File: src/rtl/mul_ra_controller_pkg.sv
// Shared types and constants for the repeated-addition multiplier controller.
package mul_ra_pkg;

    localparam int   CNT_W_DEF = 16;
    localparam logic OP_A      = 1'b0;
    localparam logic OP_B      = 1'b1;

    typedef enum logic [2:0] {
        ST_IDLE   = 3'd0,
        ST_LOAD_A = 3'd1,
        ST_LOAD_B = 3'd2,
        ST_ADD    = 3'd3,
        ST_DONE   = 3'd4,
        ST_ERR    = 3'd5
    } state_t;

endpackage

File: src/rtl/mul_ra_controller_if.sv
// Host/datapath handshake bundle between the controller and its surroundings.
interface mul_ra_controller_if #(
    parameter int CNT_W = 16
);
    logic             start;
    logic             abort;
    logic             eqz;
    logic             LdA;
    logic             LdB;
    logic             LdP;
    logic             clrP;
    logic             decB;
    logic             op_sel;
    logic             busy;
    logic             done;
    logic             err;
    logic [CNT_W-1:0] iter_count;

    modport master (
        output start, abort, eqz,
        input  LdA, LdB, LdP, clrP, decB, op_sel, busy, done, err, iter_count
    );

    modport slave (
        input  start, abort, eqz,
        output LdA, LdB, LdP, clrP, decB, op_sel, busy, done, err, iter_count
    );
endinterface

File: src/rtl/mul_ra_controller_iter_cntr.sv
// Saturating addition counter; o_term flags that the watchdog limit is reached.
module mul_ra_iter_cntr #(
    parameter int          CNT_W    = 16,
    parameter int unsigned MAX_ITER = 65535
) (
    input  logic             clk,
    input  logic             rst,
    input  logic             i_clr,
    input  logic             i_en,
    output logic [CNT_W-1:0] o_count,
    output logic             o_term
);
    localparam logic [CNT_W-1:0] MAX_C = CNT_W'(MAX_ITER);

    logic [CNT_W-1:0] r_count;
    logic             w_term;

    assign w_term  = (r_count == MAX_C);
    assign o_count = r_count;
    assign o_term  = w_term;

    // Count enabled additions; never step past the limit so the value cannot wrap.
    always_ff @(posedge clk) begin
        if (rst) begin
            r_count <= '0;
        end else if (i_clr) begin
            r_count <= '0;
        end else if (i_en && !w_term) begin
            r_count <= r_count + CNT_W'(1'b1);
        end else begin
            r_count <= r_count;
        end
    end
endmodule

File: src/rtl/mul_ra_controller.sv
// Sequencing FSM for the multiply-by-repeated-addition datapath.
module mul_ra_controller
    import mul_ra_pkg::*;
#(
    parameter int          CNT_W    = CNT_W_DEF,
    parameter int unsigned MAX_ITER = 65535
) (
    input  logic                clk,
    input  logic                rst,
    mul_ra_controller_if.slave  bus
);
    state_t           r_state;
    logic             r_lda;
    logic             r_ldb;
    logic             r_clrp;
    logic             r_op_sel;
    logic             r_busy;
    logic             r_done;
    logic             r_err;
    logic             w_accept;
    logic             w_add;
    logic             w_term;
    logic [CNT_W-1:0] w_count;

    assign w_accept = (r_state == ST_IDLE) && bus.start && !bus.abort;
    // Add strobes look at eqz in the same cycle so no addition happens once B is zero.
    assign w_add    = (r_state == ST_ADD) && !bus.eqz && !w_term;

    mul_ra_iter_cntr #(
        .CNT_W    (CNT_W),
        .MAX_ITER (MAX_ITER)
    ) u_iter_cntr (
        .clk     (clk),
        .rst     (rst),
        .i_clr   (w_accept),
        .i_en    (w_add),
        .o_count (w_count),
        .o_term  (w_term)
    );

    // State register together with the registered Moore-style outputs of the next state.
    always_ff @(posedge clk) begin
        if (rst) begin
            r_state  <= ST_IDLE;
            r_lda    <= 1'b0;
            r_ldb    <= 1'b0;
            r_clrp   <= 1'b0;
            r_op_sel <= 1'b0;
            r_busy   <= 1'b0;
            r_done   <= 1'b0;
            r_err    <= 1'b0;
        end else if (bus.abort && (r_state != ST_IDLE)) begin
            r_state  <= ST_IDLE;
            r_lda    <= 1'b0;
            r_ldb    <= 1'b0;
            r_clrp   <= 1'b0;
            r_op_sel <= 1'b0;
            r_busy   <= 1'b0;
            r_done   <= 1'b0;
            r_err    <= r_err;
        end else begin
            case (r_state)
                ST_IDLE: begin
                    if (w_accept) begin
                        r_state  <= ST_LOAD_A;
                        r_lda    <= 1'b1;
                        r_op_sel <= OP_A;
                        r_busy   <= 1'b1;
                        r_err    <= 1'b0;
                    end else begin
                        r_state  <= ST_IDLE;
                        r_lda    <= 1'b0;
                        r_op_sel <= 1'b0;
                        r_busy   <= 1'b0;
                        r_err    <= r_err;
                    end
                    r_ldb  <= 1'b0;
                    r_clrp <= 1'b0;
                    r_done <= 1'b0;
                end
                ST_LOAD_A: begin
                    r_state  <= ST_LOAD_B;
                    r_lda    <= 1'b0;
                    r_ldb    <= 1'b1;
                    r_clrp   <= 1'b1;
                    r_op_sel <= OP_B;
                    r_busy   <= 1'b1;
                    r_done   <= 1'b0;
                end
                ST_LOAD_B: begin
                    r_state  <= ST_ADD;
                    r_lda    <= 1'b0;
                    r_ldb    <= 1'b0;
                    r_clrp   <= 1'b0;
                    r_op_sel <= 1'b0;
                    r_busy   <= 1'b1;
                    r_done   <= 1'b0;
                end
                ST_ADD: begin
                    if (bus.eqz) begin
                        r_state <= ST_DONE;
                        r_done  <= 1'b1;
                    end else if (w_term) begin
                        r_state <= ST_ERR;
                        r_done  <= 1'b1;
                        r_err   <= 1'b1;
                    end else begin
                        r_state <= ST_ADD;
                        r_done  <= 1'b0;
                    end
                    r_lda    <= 1'b0;
                    r_ldb    <= 1'b0;
                    r_clrp   <= 1'b0;
                    r_op_sel <= 1'b0;
                    r_busy   <= 1'b1;
                end
                ST_DONE, ST_ERR: begin
                    r_state  <= ST_IDLE;
                    r_lda    <= 1'b0;
                    r_ldb    <= 1'b0;
                    r_clrp   <= 1'b0;
                    r_op_sel <= 1'b0;
                    r_busy   <= 1'b0;
                    r_done   <= 1'b0;
                end
                default: begin
                    r_state  <= ST_IDLE;
                    r_lda    <= 1'b0;
                    r_ldb    <= 1'b0;
                    r_clrp   <= 1'b0;
                    r_op_sel <= 1'b0;
                    r_busy   <= 1'b0;
                    r_done   <= 1'b0;
                    r_err    <= 1'b0;
                end
            endcase
        end
    end

    assign bus.LdA        = r_lda;
    assign bus.LdB        = r_ldb;
    assign bus.clrP       = r_clrp;
    assign bus.op_sel     = r_op_sel;
    assign bus.busy       = r_busy;
    assign bus.done       = r_done;
    assign bus.err        = r_err;
    assign bus.LdP        = w_add;
    assign bus.decB       = w_add;
    assign bus.iter_count = w_count;
endmodule

File: src/flat_wrapper.sv
// flat-port wrapper written by rule: the top's interface ports become plain ports
module mul_ra_controller_flat import mul_ra_pkg::*;
#(
    parameter int          CNT_W    = CNT_W_DEF,
    parameter int unsigned MAX_ITER = 65535
)
  (clk, rst, bus_start, bus_abort, bus_eqz, bus_LdA, bus_LdB, bus_LdP, bus_clrP, bus_decB, bus_op_sel, bus_busy, bus_done, bus_err, bus_iter_count);
  mul_ra_controller_if #(.CNT_W(CNT_W)) bus_i ();
  input  logic clk;
  input  logic rst;
  input wire logic [$bits(bus_i.start)-1:0] bus_start;
  input wire logic [$bits(bus_i.abort)-1:0] bus_abort;
  input wire logic [$bits(bus_i.eqz)-1:0] bus_eqz;
  output wire logic [$bits(bus_i.LdA)-1:0] bus_LdA;
  output wire logic [$bits(bus_i.LdB)-1:0] bus_LdB;
  output wire logic [$bits(bus_i.LdP)-1:0] bus_LdP;
  output wire logic [$bits(bus_i.clrP)-1:0] bus_clrP;
  output wire logic [$bits(bus_i.decB)-1:0] bus_decB;
  output wire logic [$bits(bus_i.op_sel)-1:0] bus_op_sel;
  output wire logic [$bits(bus_i.busy)-1:0] bus_busy;
  output wire logic [$bits(bus_i.done)-1:0] bus_done;
  output wire logic [$bits(bus_i.err)-1:0] bus_err;
  output wire logic [$bits(bus_i.iter_count)-1:0] bus_iter_count;
  assign bus_i.start = bus_start;
  assign bus_i.abort = bus_abort;
  assign bus_i.eqz = bus_eqz;
  assign bus_LdA = bus_i.LdA;
  assign bus_LdB = bus_i.LdB;
  assign bus_LdP = bus_i.LdP;
  assign bus_clrP = bus_i.clrP;
  assign bus_decB = bus_i.decB;
  assign bus_op_sel = bus_i.op_sel;
  assign bus_busy = bus_i.busy;
  assign bus_done = bus_i.done;
  assign bus_err = bus_i.err;
  assign bus_iter_count = bus_i.iter_count;
  mul_ra_controller #(.CNT_W(CNT_W), .MAX_ITER(MAX_ITER)) u_core (.clk(clk), .rst(rst), .bus(bus_i));
endmodule
File: config.mk
export PLATFORM = sky130hd
export DESIGN_NAME = mul_ra_controller_flat
export DESIGN_NICKNAME = d
export VERILOG_FILES = /design/src/rtl/mul_ra_controller_pkg.sv /design/src/rtl/mul_ra_controller_if.sv /design/src/rtl/mul_ra_controller_iter_cntr.sv /design/src/rtl/mul_ra_controller.sv /design/src/flat_wrapper.sv
export SDC_FILE = /design/constraint.sdc
export NUM_CORES = 1
export LEC_CHECK = 0
export ABC_AREA = 1
export CORE_MARGIN = 3
export CORE_UTILIZATION = 45
export CTS_CLUSTER_SIZE = 12
export DETAILED_ROUTE_END_ITERATION = 16
export DONT_BUFFER_PORTS = 1
export PLACE_DENSITY = 0.68
export SLEW_MARGIN = 10
export SYNTH_ARGS = -nofsm -noshare
export SYNTH_HDL_FRONTEND = slang
export SYNTH_SLANG_ARGS = --single-unit
export TNS_END_PERCENT = 50
File: constraint.sdc
create_clock -name clk -period 2.5 [get_ports clk]
set_clock_uncertainty 0.1 [all_clocks]
set_input_delay 0.5 -clock clk [delete_from_list [all_inputs] [get_ports clk]]
set_output_delay 0.5 -clock clk [all_outputs]
set_load 0.05 [all_outputs]
==> out/results.tsv <==
stage	metric	value	unit
setup_path	start_kind	register	
yosys	synth_edf_count	0	
global_routing	grt_overflow	0	
yosys	synth_seq_cells	24	
timing	hold_viol_final	0	
setup_path	reg2reg_from	u_core.u_iter_cntr.o_count[0]$_SDFFE_PP0P_	
timing	timing.hold.ws	115.0	ps
setup_path	critPathKind	register to output pin	
global_routing	grt_max_degree	18	
cts	cts_sinks	24	
global_routing	grtUsageTotal	18.87	%
timing	tightest_slew	508.9	ps
setup_path	r2r_cells	9	
drt	drt-wirelength-per-cell	12.23	microns
power_and_ir_drop	peakVddDrop	0.2461	mV
die	fp.dieW	61.83	microns
cts	cts_made_buffers	3	
yosys	synth_ff_type	dfxtp_1	
power_and_ir_drop	leakagePower	0.0006851	uW
timing	fin_crit_sh	95.81	%
die	ios	30	
yosys	post-synth-top-count-cell	nand2_1	
drt	drtPass1Iterations	4	
setup_path	critPathArrivalTime	1800	ps
timing	setup_viol	0	
timing	drv_slew	0	
placement	io_buffers	0	
worst_hold_path	min-delay-start	rst	
drt	post-route-drc-count	0	
yosys	seq_area_frac_synth	34.26	%
global_routing	grt_pass1_vias	1171	
layout	final_layout_size_suffix_gt1_share	22.37	%
drt	viasPerCell	5.062	
yosys	synth-compound-area-share	11.86	%
cts	insertion_delay	330	ps
cts	htreeDepth	1	
placement	gp_congestion	0.8504	
yosys	synth_adder_area_share	0.8921	%
layout	multiInputGateArea	780.7	sq um
setup_path	r2r-end	u_core.u_iter_cntr.o_count[11]$_SDFFE_PP0P_	
layout	antenna_cells	0	
yosys	netlist_top_cells_area	dfxtp_1, nand2_1, inv_1	
cts	root_buffer	clkbuf_4	
global_routing	antenna_found_initial	0	
layout	nets	235	
placement	dp_cells	252	
cts	clock_path_buffers	2	
die	coreArea	2853	sq um
yosys	syn_area_per_cell	6.809	sq um
drt	postRouteWirelength	3168	microns
yosys	ys_top_cells_by_count	nand2_1, dfxtp_1, inv_1	
yosys	synth_area	1403	sq um
yosys	synth_xor_area_share	5.620	%
layout	stdcell_count	259	
die	die_y	61.83	microns
yosys	async_reset_ff_share	0	%
layout	synthToLayoutAreaGrowth	17.22	%
worst_hold_path	hp-class	primary input to register	
yosys	synth_top_family_by_area	simple AND/OR/NAND/NOR gates	
setup_path	reg2reg_slack	700	ps
setup_path	endpoint	bus_decB	
layout	seq_area	483.0	sq um
outcome	status	finished, final reports clean	
worst_hold_path	hold_depth	1	
yosys	yosysWarningCount	0	
yosys	yosys-mux-area-fraction	0	%
timing	post-route-min-period	2395	ps
layout	num-fill-cells	290	
setup_path	worstPathRequired	1900	ps
yosys	ys_types	26	
die	start_util	49.17	%
placement	dp_hpwl	2481	microns
yosys	syn-num-nets	212	
die	die_area	3823	sq um
cts	cts_tree	yes	
yosys	yosys.area.top_type_share	34.26	%
job	maxCapViolCount	0	
yosys	yosysTopAreaCell	dfxtp_1	
global_routing	grt_pass1_wl	5333	microns
yosys	synth-simple-area-share	36.66	%
setup_path	crit_path_end_kind	output pin	
yosys	synth_cells	206	
power_and_ir_drop	p_per_area	482.4	nW/um^2
drt	num_vias	1311	
setup_path	cp_max_fo	7	
drt	drt_iter0_markers	47	
cts	clk_pin_slew_worst_paths	150	ps
cts	cts-hold-fix-buffers	0	
drt	drt.antenna.violating_nets	0	
setup_path	crit_start	u_core.u_iter_cntr.o_count[0]$_SDFFE_PP0P_	
timing	timing.fmax	417.5	MHz
die	num_rows	19	
timing	slew_headroom	66.03	%
[how the worst min path moves through the flow]
stage,endpoint,slack (ps)
after floorplan,u_core.bus.LdB$_SDFF_PP0_,420
after global placement,u_core.bus.LdB$_SDFF_PP0_,460
after detailed placement,u_core.bus.LdB$_SDFF_PP0_,460
after CTS,u_core.bus.LdA$_SDFF_PP0_,110
after global routing,u_core.bus.LdA$_SDFF_PP0_,100
final,u_core.bus.LdA$_SDFF_PP0_,120
[final cells by class]
class                           count  area share [%]
Sequential cell                    24           29.38
Tap cell                           31           2.359
Clock inverter                      1           1.826
Clock buffer                        3           1.370
Multi-Input combinational cell    151           47.49
Inverter                           25           5.860
Timing Repair Buffer               24           11.72
[sequential cells by signal, indices dropped and copies added, names as in the netlist]
signal	count
u_core.u_iter_cntr.o_count	16
u_core.r_state	3
u_core.bus.LdA	1
u_core.bus.LdB	1
u_core.bus.busy	1
u_core.bus.done	1
u_core.bus.err	1
[worst max-delay path, cell delays in order, from the launching register on]
cell	delay [ps]
dfxtp_2	360
ha_1	250
nand3_2	140
inv_2	120
nand4_4	180
nand2_8	150
inv_4	100
buf_12	170
[metal layers]
metal  share of wire [%]  vias to the layer above  routed length (microns)  track usage, %
li1                    -                      687                        -               -
met4                 1.7                        0                       54           7.273
met5                   0                        -                        0               0
met3                 7.6                        5                      240           4.752
met2                  43                       34                     1354           28.10
met1                  48                      585                     1518           26.13
[logic make-up (layout without fill, tap and decap cells)]
kind of cell	after synthesis	in the layout
AND/OR/NAND/NOR	115	115
buffers and inverters	31	53
AO/OA/AOI/OAI	26	26
flip-flops	24	24
XOR/XNOR	9	9
adder cells (fa/ha/maj)	1	1
[timing repair]
action                                 in CTS  in global routing
resized for setup                           2                  0
setup buffers                               0                  3
setup endpoints to repair                   1                  1
pin swaps                                   0                  1
endpoints found under the hold margin       0                  0
[stage by stage]
step / utilization, % / setup WS (ps) / total power [uW] / area, sq um / setup TNS [ps]
floorplan: - / 170.7 / 494.1 / 1405 / 0
global placement: 54.61 / 383.0 / 505.1 / 1558 / 0
detailed placement: 54.61 / 327.0 / 505.3 / 1558 / 0
CTS: 56.84 / 60.76 / 794.5 / 1622 / 0
global route: 57.63 / -1.574 / 819.2 / 1644 / -1.574
finish: 57.63 / 104.6 / 793.1 / 1644 / 0
[report_power, final]
group,leakage [uW],internal [uW],switching [uW]
Clock,0.0000279,162,133
Sequential,0.000195,394,28.0
Combinational,0.000462,22.5,53.6
[placed cells by master (no fill, tap or decap), types with 2 or more instances in the layout]
cell type / count
xor2_1: 5
a211oi_1: 2
a21oi_1: 11
buf_4: 23
dfxtp_2: 2
o21ai_0: 4
clkbuf_4: 3
nand3_2: 2
nand2_1: 68
nor2_2: 4
inv_1: 22
nor2_1: 21
inv_2: 2
dfxtp_1: 22
nand3_1: 13
a21oi_2: 8
xnor2_1: 4
Note: power is estimated with default switching activity, not from simulation.
